--- config.mk ---
export PLATFORM = sky130hd
export DESIGN_NAME = ex_mul_seq_flat
export DESIGN_NICKNAME = d
export VERILOG_FILES = /design/src/rtl/ex_mul_seq_if.sv /design/src/rtl/ex_mul_seq.sv /design/src/flat_wrapper.sv
export SDC_FILE = /design/constraint.sdc
export NUM_CORES = 1
export LEC_CHECK = 0
export ABC_AREA = 1
export CORE_ASPECT_RATIO = 1.5
export CORE_MARGIN = 10
export CORE_UTILIZATION = 30
export CTS_CLUSTER_DIAMETER = 120
export DETAILED_ROUTE_END_ITERATION = 12
export PLACE_DENSITY = 0.51
export SKIP_CTS_REPAIR_TIMING = 1
export SLEW_MARGIN = 20
export SYNTH_ARGS = -nofsm -noshare
export SYNTH_HDL_FRONTEND = slang
export SYNTH_SLANG_ARGS = --single-unit
--- constraint.sdc ---
create_clock -name clk -period 3 [get_ports clk]
set_input_delay 0.6 -clock clk [delete_from_list [all_inputs] [get_ports clk]]
set_output_delay 0.6 -clock clk [all_outputs]
set_load 0.02 [all_outputs]
--- src/rtl/ex_mul_seq_if.sv ---
// Bundle of signals between the execute stage and the shift-add multiply sequencer.
// Handshake: start is a level request sampled only in IDLE/DONE; done is a one-cycle pulse with result valid; stall holds the pipeline meanwhile.
interface ex_mul_seq_if #(
    parameter int WIDTH = 16
);
    logic             start;
    logic             flush;
    logic [WIDTH-1:0] op_a;
    logic [WIDTH-1:0] op_b;
    logic [WIDTH-1:0] alu_sum;
    logic             alu_sel;
    logic [WIDTH-1:0] alu_a;
    logic [WIDTH-1:0] alu_b;
    logic             stall;
    logic             done;
    logic [WIDTH-1:0] result;

    modport master (
        output start, flush, op_a, op_b, alu_sum,
        input  alu_sel, alu_a, alu_b, stall, done, result
    );

    modport slave (
        input  start, flush, op_a, op_b, alu_sum,
        output alu_sel, alu_a, alu_b, stall, done, result
    );
endinterface

--- src/rtl/ex_mul_seq.sv ---
// Shift-add multiply sequencer stepping the shared execute adder once per cycle.
// Optional MUL_EARLY_EXIT_EN finishes as soon as the remaining multiplier bits are zero.
module ex_mul_seq #(
    parameter int WIDTH = 16,
    parameter int CNT_W = 4
) (
    input  logic        clk,
    input  logic        rst,
    ex_mul_seq_if.slave mul_if,
    output logic [1:0]  state_o
);
    typedef enum logic [1:0] {
        S_IDLE = 2'd0,
        S_RUN  = 2'd1,
        S_DONE = 2'd2
    } state_e;

    localparam logic [CNT_W-1:0] LAST_CNT = CNT_W'(WIDTH - 1);

    state_e           state_q, state_d;
    logic [WIDTH-1:0] acc_q, acc_d;
    logic [WIDTH-1:0] mcand_q, mcand_d;
    logic [WIDTH-1:0] mplier_q, mplier_d;
    logic [CNT_W-1:0] cnt_q, cnt_d;
    logic [WIDTH-1:0] result_q, result_d;
    logic             load;
    logic             last_step;

`ifdef MUL_EARLY_EXIT_EN
    assign last_step = (cnt_q == LAST_CNT) || ((mplier_q >> 1) == '0);
`else
    assign last_step = (cnt_q == LAST_CNT);
`endif

    always_ff @(posedge clk) begin
        if (rst) begin
            state_q  <= S_IDLE;
            acc_q    <= '0;
            mcand_q  <= '0;
            mplier_q <= '0;
            cnt_q    <= '0;
            result_q <= '0;
        end else begin
            state_q  <= state_d;
            acc_q    <= acc_d;
            mcand_q  <= mcand_d;
            mplier_q <= mplier_d;
            cnt_q    <= cnt_d;
            result_q <= result_d;
        end
    end

    always_comb begin
        state_d        = state_q;
        acc_d          = acc_q;
        mcand_d        = mcand_q;
        mplier_d       = mplier_q;
        cnt_d          = cnt_q;
        result_d       = result_q;
        load           = 1'b0;
        mul_if.alu_sel = 1'b0;
        mul_if.alu_a   = '0;
        mul_if.alu_b   = '0;

        case (state_q)
            S_IDLE: load = mul_if.start;
            S_RUN: begin
                mul_if.alu_sel = 1'b1;
                mul_if.alu_a   = acc_q;
                mul_if.alu_b   = mplier_q[0] ? mcand_q : '0;
                acc_d          = mul_if.alu_sum;
                mcand_d        = mcand_q << 1;
                mplier_d       = mplier_q >> 1;
                cnt_d          = cnt_q + 1'b1;
                if (last_step) begin
                    state_d  = S_DONE;
                    result_d = mul_if.alu_sum;
                end
            end
            S_DONE: begin
                load    = mul_if.start;
                state_d = S_IDLE;
            end
            default: state_d = S_IDLE;
        endcase

        if (load) begin
            state_d  = S_RUN;
            acc_d    = '0;
            mcand_d  = mul_if.op_a;
            mplier_d = mul_if.op_b;
            cnt_d    = '0;
        end

        // Squash wins over both a new start and a finishing step.
        if (mul_if.flush) begin
            state_d  = S_IDLE;
            result_d = result_q;
        end
    end

    assign mul_if.stall  = ((state_q == S_IDLE) && mul_if.start && !mul_if.flush)
                         || (state_q == S_RUN);
    assign mul_if.done   = (state_q == S_DONE);
    assign mul_if.result = result_q;
    assign state_o       = state_q;
endmodule

--- src/flat_wrapper.sv ---
// flat-port wrapper written by rule: the top's interface ports become plain ports
module ex_mul_seq_flat 
#(
    parameter int WIDTH = 16,
    parameter int CNT_W = 4
)
  (clk, rst, state_o, mul_if_start, mul_if_flush, mul_if_op_a, mul_if_op_b, mul_if_alu_sum, mul_if_alu_sel, mul_if_alu_a, mul_if_alu_b, mul_if_stall, mul_if_done, mul_if_result);
  ex_mul_seq_if #(.WIDTH(WIDTH)) mul_if_i ();
  input  logic clk;
  input  logic rst;
  output logic [1:0] state_o;
  input wire logic [$bits(mul_if_i.start)-1:0] mul_if_start;
  input wire logic [$bits(mul_if_i.flush)-1:0] mul_if_flush;
  input wire logic [$bits(mul_if_i.op_a)-1:0] mul_if_op_a;
  input wire logic [$bits(mul_if_i.op_b)-1:0] mul_if_op_b;
  input wire logic [$bits(mul_if_i.alu_sum)-1:0] mul_if_alu_sum;
  output wire logic [$bits(mul_if_i.alu_sel)-1:0] mul_if_alu_sel;
  output wire logic [$bits(mul_if_i.alu_a)-1:0] mul_if_alu_a;
  output wire logic [$bits(mul_if_i.alu_b)-1:0] mul_if_alu_b;
  output wire logic [$bits(mul_if_i.stall)-1:0] mul_if_stall;
  output wire logic [$bits(mul_if_i.done)-1:0] mul_if_done;
  output wire logic [$bits(mul_if_i.result)-1:0] mul_if_result;
  assign mul_if_i.start = mul_if_start;
  assign mul_if_i.flush = mul_if_flush;
  assign mul_if_i.op_a = mul_if_op_a;
  assign mul_if_i.op_b = mul_if_op_b;
  assign mul_if_i.alu_sum = mul_if_alu_sum;
  assign mul_if_alu_sel = mul_if_i.alu_sel;
  assign mul_if_alu_a = mul_if_i.alu_a;
  assign mul_if_alu_b = mul_if_i.alu_b;
  assign mul_if_stall = mul_if_i.stall;
  assign mul_if_done = mul_if_i.done;
  assign mul_if_result = mul_if_i.result;
  ex_mul_seq #(.WIDTH(WIDTH), .CNT_W(CNT_W)) u_core (.clk(clk), .rst(rst), .mul_if(mul_if_i), .state_o(state_o));
endmodule
After elaboration in Yosys (flattened, before gate mapping) --
Index checks and enable logic that the tools add are counted.
Word-level totals: bits in registers 70, bits of input ports 52, output and inout port bits 53, word-level logic and storage cells 41
Cells by class: add/subtract/negate cells 1, equality and inequality tests 6, multiplexer cells 12, bitwise logic cells 2, reductions and logical operators 13
Operators by type and width (number):
- $mux 16 | 7
- $reduce_or 2->1 | 3
- $add 4x1->4 const B | 1
- $eq 4x4->1 const B | 1
- $ne 2x1->1 const B | 2
- $pmux 2 s2 | 1
- $reduce_and 2->1 | 2
- $mux 1 | 3
- $ne 3x1->1 const B | 1
- $reduce_and 3->1 | 1
- $reduce_or 3->1 | 1
- $eq 2x1->1 const B | 1
- $eq 2x2->1 const B | 1
- $logic_and 1x1->1 | 2
- $logic_not 2->1 | 1
- $mux 2 | 1
- $not 1->1 | 2
- $reduce_bool 2->1 | 1
- $logic_not 1->1 | 1
- $logic_or 1x1->1 | 1

Longest topological paths before layout --
Gate-level depths: netlist of run 1.
depth after elaboration 5, gate-level depth with buffers 8, gate-level depth less buffers 6

Worst setup path after synthesis of run 1 --
No wires, ideal clock.
path type input-to-output, start in mul_if_start, end out mul_if_stall, arrival 1572 ps, required time 2400 ps, slack 828 ps, cell stages on the path 4, path buffers 2, path through buf_2 -> nand2_2 -> buf_2 -> o31ai_1
Between the ends: cells in the longest elaborated chain, start to end 3
RTL lines:
- from (decl) | RTL line flat_wrapper.sv:12 | input wire logic [$bits(mul_if_i.start)-1:0] mul_if_start;
- $logic_and 1x1->1 (2 in a row) | RTL line ex_mul_seq.sv:102 | assign mul_if.stall = ((state_q == S_IDLE) && mul_if.start && !mul_if.flush)
- $logic_or 1x1->1 | RTL line ex_mul_seq.sv:103 | || (state_q == S_RUN);
- to (decl) | RTL line flat_wrapper.sv:20 | output wire logic [$bits(mul_if_i.stall)-1:0] mul_if_stall;
Every way passes these cells.

Worst setup path in the final report of run 1 --
start reg u_core.state_q[1], in the netlist u_core.state_o[1], end out mul_if_alu_b[13]
Between the ends: cells in the longest elaborated chain, start to end 2
RTL lines:
- from (decl) | RTL line ex_mul_seq.sv:20 | state_e state_q, state_d;
- from (signal assigned) | RTL line ex_mul_seq.sv:44 | state_q <= state_d;
- $eq 2x1->1 | RTL line ex_mul_seq.sv:65 | case (state_q)
- $mux 16 | RTL line ex_mul_seq.sv:65
- to (decl) | RTL line flat_wrapper.sv:19 | output wire logic [$bits(mul_if_i.alu_b)-1:0] mul_if_alu_b;
Every way passes these cells.

==> results.md, run 1 <==
- Leak Pwr: roughly 1.9 nW
- DR vias: 3456
- Routed wire length: 10400 microns
- Worst min-delay path class: flip-flop to flip-flop
- Avg WL per Cell: about 14 microns
- Final Hold Fails: 0
- Dominant cell type by area after synthesis: dfxtp_1
- Critical Path AT: 2170 ps
- Crit end category: output port
- Top-area cell type share of the netlist area: 41.1%
- Post-layout instance area: 4790 sq um
- Initial antenna violation count: 0
- Worst-path clk slew: approximately 60 ps
- Synthesis-to-finish area growth: 40.6%
- Met3 usage: 5.01%
- Max Slew Vio Count: 0
- Crit path max fanout: 53
- CTS root buf: clkbuf_16
- Register bit total from synthesis: 70
- # rows: 47
- Vias in the first global route: 3468
- Min Clock Period, post-route: around 2800 ps
- Syn Nets: 576
- Clock skew: approximately 5.4 ps
- Critical path class: flip-flop to output port
- Vias per inst: 4.51
- Routability cong.: 0.785
- Ranking of synthesized cells by area: dfxtp_1 (41%), nand2_1 (15%), nor2_1 (13%)
- Layout cells sized above 1: 5.65%
- Die Area: 16100 sq um
- Worst-skew pair later-pin latency: about 330 ps
- Core ar.: 11100 sq um
- Final setup violating endpoints: 0
- VDD IR max: 0.254 mV
- Syn Inst Count: roughly 520
- Drt drc: 0
- Antenna Cells: 0
- M1 GR Usage: 14.9%
- Clock buffer depth: 2
- Cts bufs inserted: 9
- Status: completed
- DR iter-0 viols: 125
- DP Area: 4490 sq um
- Crit path launch type: flip-flop
- Worst endpoint required time: 2400 ps
- Syn avg cell area: 6.52 sq um
- IO Pins: approximately 110
- Worst Max-Slew Pin Slew: 674 ps
- Clk sink count: 70
- Setup TNS Final: 0 ps
- Nets: 668
- F_max: 361 MHz
- Largest net degree at the start of global routing: 54
- HP Start: u_core.acc_q[0]$_SDFFE_PP0N_
- M2 GR Usage: 22.2%
- Warnings, synthesis: 0
- Sequential area share after synthesis: 41.1%
- DIE WIDTH: about 110 microns
- RSZ-0062 raised after global routing: false
- Tcrit/Tclk final: 92.3%
- Rel. slew slack: 55.0%
- Initial Util: 30.8%
- H-Tree Depth: 3
- Critical path launch point: u_core.state_o[1]$_SDFFE_PP0P_
- Grt ovf: 0
- Max Cap Viol: 0
- R2R Path Start: u_core.state_o[0]$_SDFFE_PP0P_
- Total GRT Usage: 13.1%
- Count of cell types in the netlist: 25
- Antenna violation net count after detailed routing: 0
- Synth Cell Area: roughly 3400 sq um
- Port bufs: 104
- HPWL Detailed: about 7700 microns
- DRT Pass-1 Iters: 4
- Die height: 151 microns
- Pwr/cell area: 481 nW/um^2
- Gr busiest metal: met2
- CTS tree: done
- First-pass GRT wire length: 17100 microns
-- critical path, stage by stage, from the launching register on --
cell,delay (ps)
dfxtp_1,400
inv_4,250
nand2_8,270
nor3_1,260
clkdlybuf4s50_1,650
-- metrics by stage --
stage	hold slack [ps]	std cells	power, mW	utilization, %	worst slack (ps)
after floorplan	439	523	1.16	-	828
after global placement	450	751	1.27	40.6	285
after detailed placement	456	751	1.27	40.6	306
after CTS	464	767	2.34	43.3	195
after global routing	479	767	2.41	43.3	75.2
final	464	767	2.30	43.3	232
-- cell usage after synthesis --
library cell	n
nand2_1	137
nor2_1	116
dfxtp_1	70
nand3_1	62
inv_1	54
a21oi_1	35
buf_2	12
buf_4	7
buf_6	6
clkbuf_1	5
nor2_4	3
inv_2	2
nor3_1	2
buf_1	1
ha_1	1
inv_4	1
nand2_2	1
nand2_8	1
nand3_4	1
nor2_2	1
nor2_8	1
nor3b_1	1
o21ai_0	1
o21bai_1	1
o31ai_1	1
-- routing by layer --
| layer | wire length [microns] | vias to the layer above |
|---|---|---|
| met4 | 96 | 0 |
| li1 | - | 1785 |
| met2 | 5010 | 105 |
| met1 | 4530 | 1556 |
| met3 | 795 | 10 |
| met5 | 0 | - |
-- power breakdown --
part	switching, mW	total (mW)	internal [mW]
logic	0.147	0.267	0.120
registers	0.0170	0.981	0.964
clock network	0.413	1.06	0.644
total	0.577	2.30	1.73
-- cells in the final DEF (no fill, tap or decap) --
| cell | synthesis | routed |
|---|---|---|
| nand2_8 | 1 | 1 |
| nor2_8 | 1 | 1 |
| nor2_4 | 3 | 3 |
| clkdlybuf4s50_1 | 0 | 104 |
| nor2_2 | 1 | 1 |
| nand2_1 | 137 | 137 |
| inv_1 | 54 | 54 |
| o21bai_1 | 1 | 1 |
| o21ai_0 | 1 | 1 |
| inv_4 | 1 | 1 |
| clkinvlp_4 | 0 | 3 |
| buf_4 | 7 | 8 |
| o31ai_1 | 1 | 1 |
| nor3_1 | 2 | 2 |
| bufinv_16 | 0 | 1 |
| a21oi_1 | 35 | 35 |
| nand2_2 | 1 | 1 |
| ha_1 | 1 | 1 |
| nand3_4 | 1 | 1 |
| clkinv_4 | 0 | 2 |
| clkinv_2 | 0 | 1 |
| nand3_1 | 62 | 62 |
| dfxtp_1 | 70 | 70 |
| inv_2 | 2 | 2 |
| nor3b_1 | 1 | 1 |
| clkbuf_16 | 0 | 9 |
| nor2_1 | 116 | 116 |
-- worst paths after layout --
path                                   to  slack, ps  cells past startpoint
min          u_core.acc_q[0]$_SDFFE_PP0N_        460                      2
max reg2reg  u_core.cnt_q[3]$_SDFFE_PP0N_       1330                      8
min reg2reg  u_core.acc_q[0]$_SDFFE_PP0N_        460                      2
max                      mul_if_alu_b[13]        230                      4
-- cells by family after synthesis --
logic type      Yosys count  synth area share, %
flops                    70                 41.1
fa+ha+maj                 1                0.367
buf+inv                  88                 12.3
compound gates           38                 5.72
simple gates            326                 40.5
-- state kept, by name (all words and copies together), names as in the netlist --
| register | count |
|---|---|
| u_core.acc_q | 16 |
| u_core.cnt_q | 4 |
| u_core.mcand_q | 16 |
| u_core.mplier_q | 16 |
| u_core.mul_if.result | 16 |
| u_core.state_o | 2 |
-- final cells by class --
| class | count | area, sq um |
|---|---|---|
| Fill cell | 1217 | 6260 |
| Multi-Input combinational cell | 365 | 1590 |
| Sequential cell | 70 | 1400 |
| Timing Repair Buffer | 112 | 1100 |
| Clock buffer | 9 | 225 |
| Inverter | 57 | 216 |
| Tap cell | 147 | 184 |
| Clock inverter | 7 | 75.1 |
No activity file was read; power rests on OpenSTA's default activity.
==> inputs of run 2 (changes only) <==
--- a/config.mk
+++ b/config.mk
@@ -11,6 +11,7 @@
 export CORE_UTILIZATION = 30
 export CTS_CLUSTER_DIAMETER = 120
 export DETAILED_ROUTE_END_ITERATION = 12
+export GPL_ROUTABILITY_DRIVEN = 0
 export PLACE_DENSITY = 0.51
 export SKIP_CTS_REPAIR_TIMING = 1
 export SLEW_MARGIN = 20
==> results of run 2 <==
The final DEF is identical to that of run 1; final timing and power are the same.
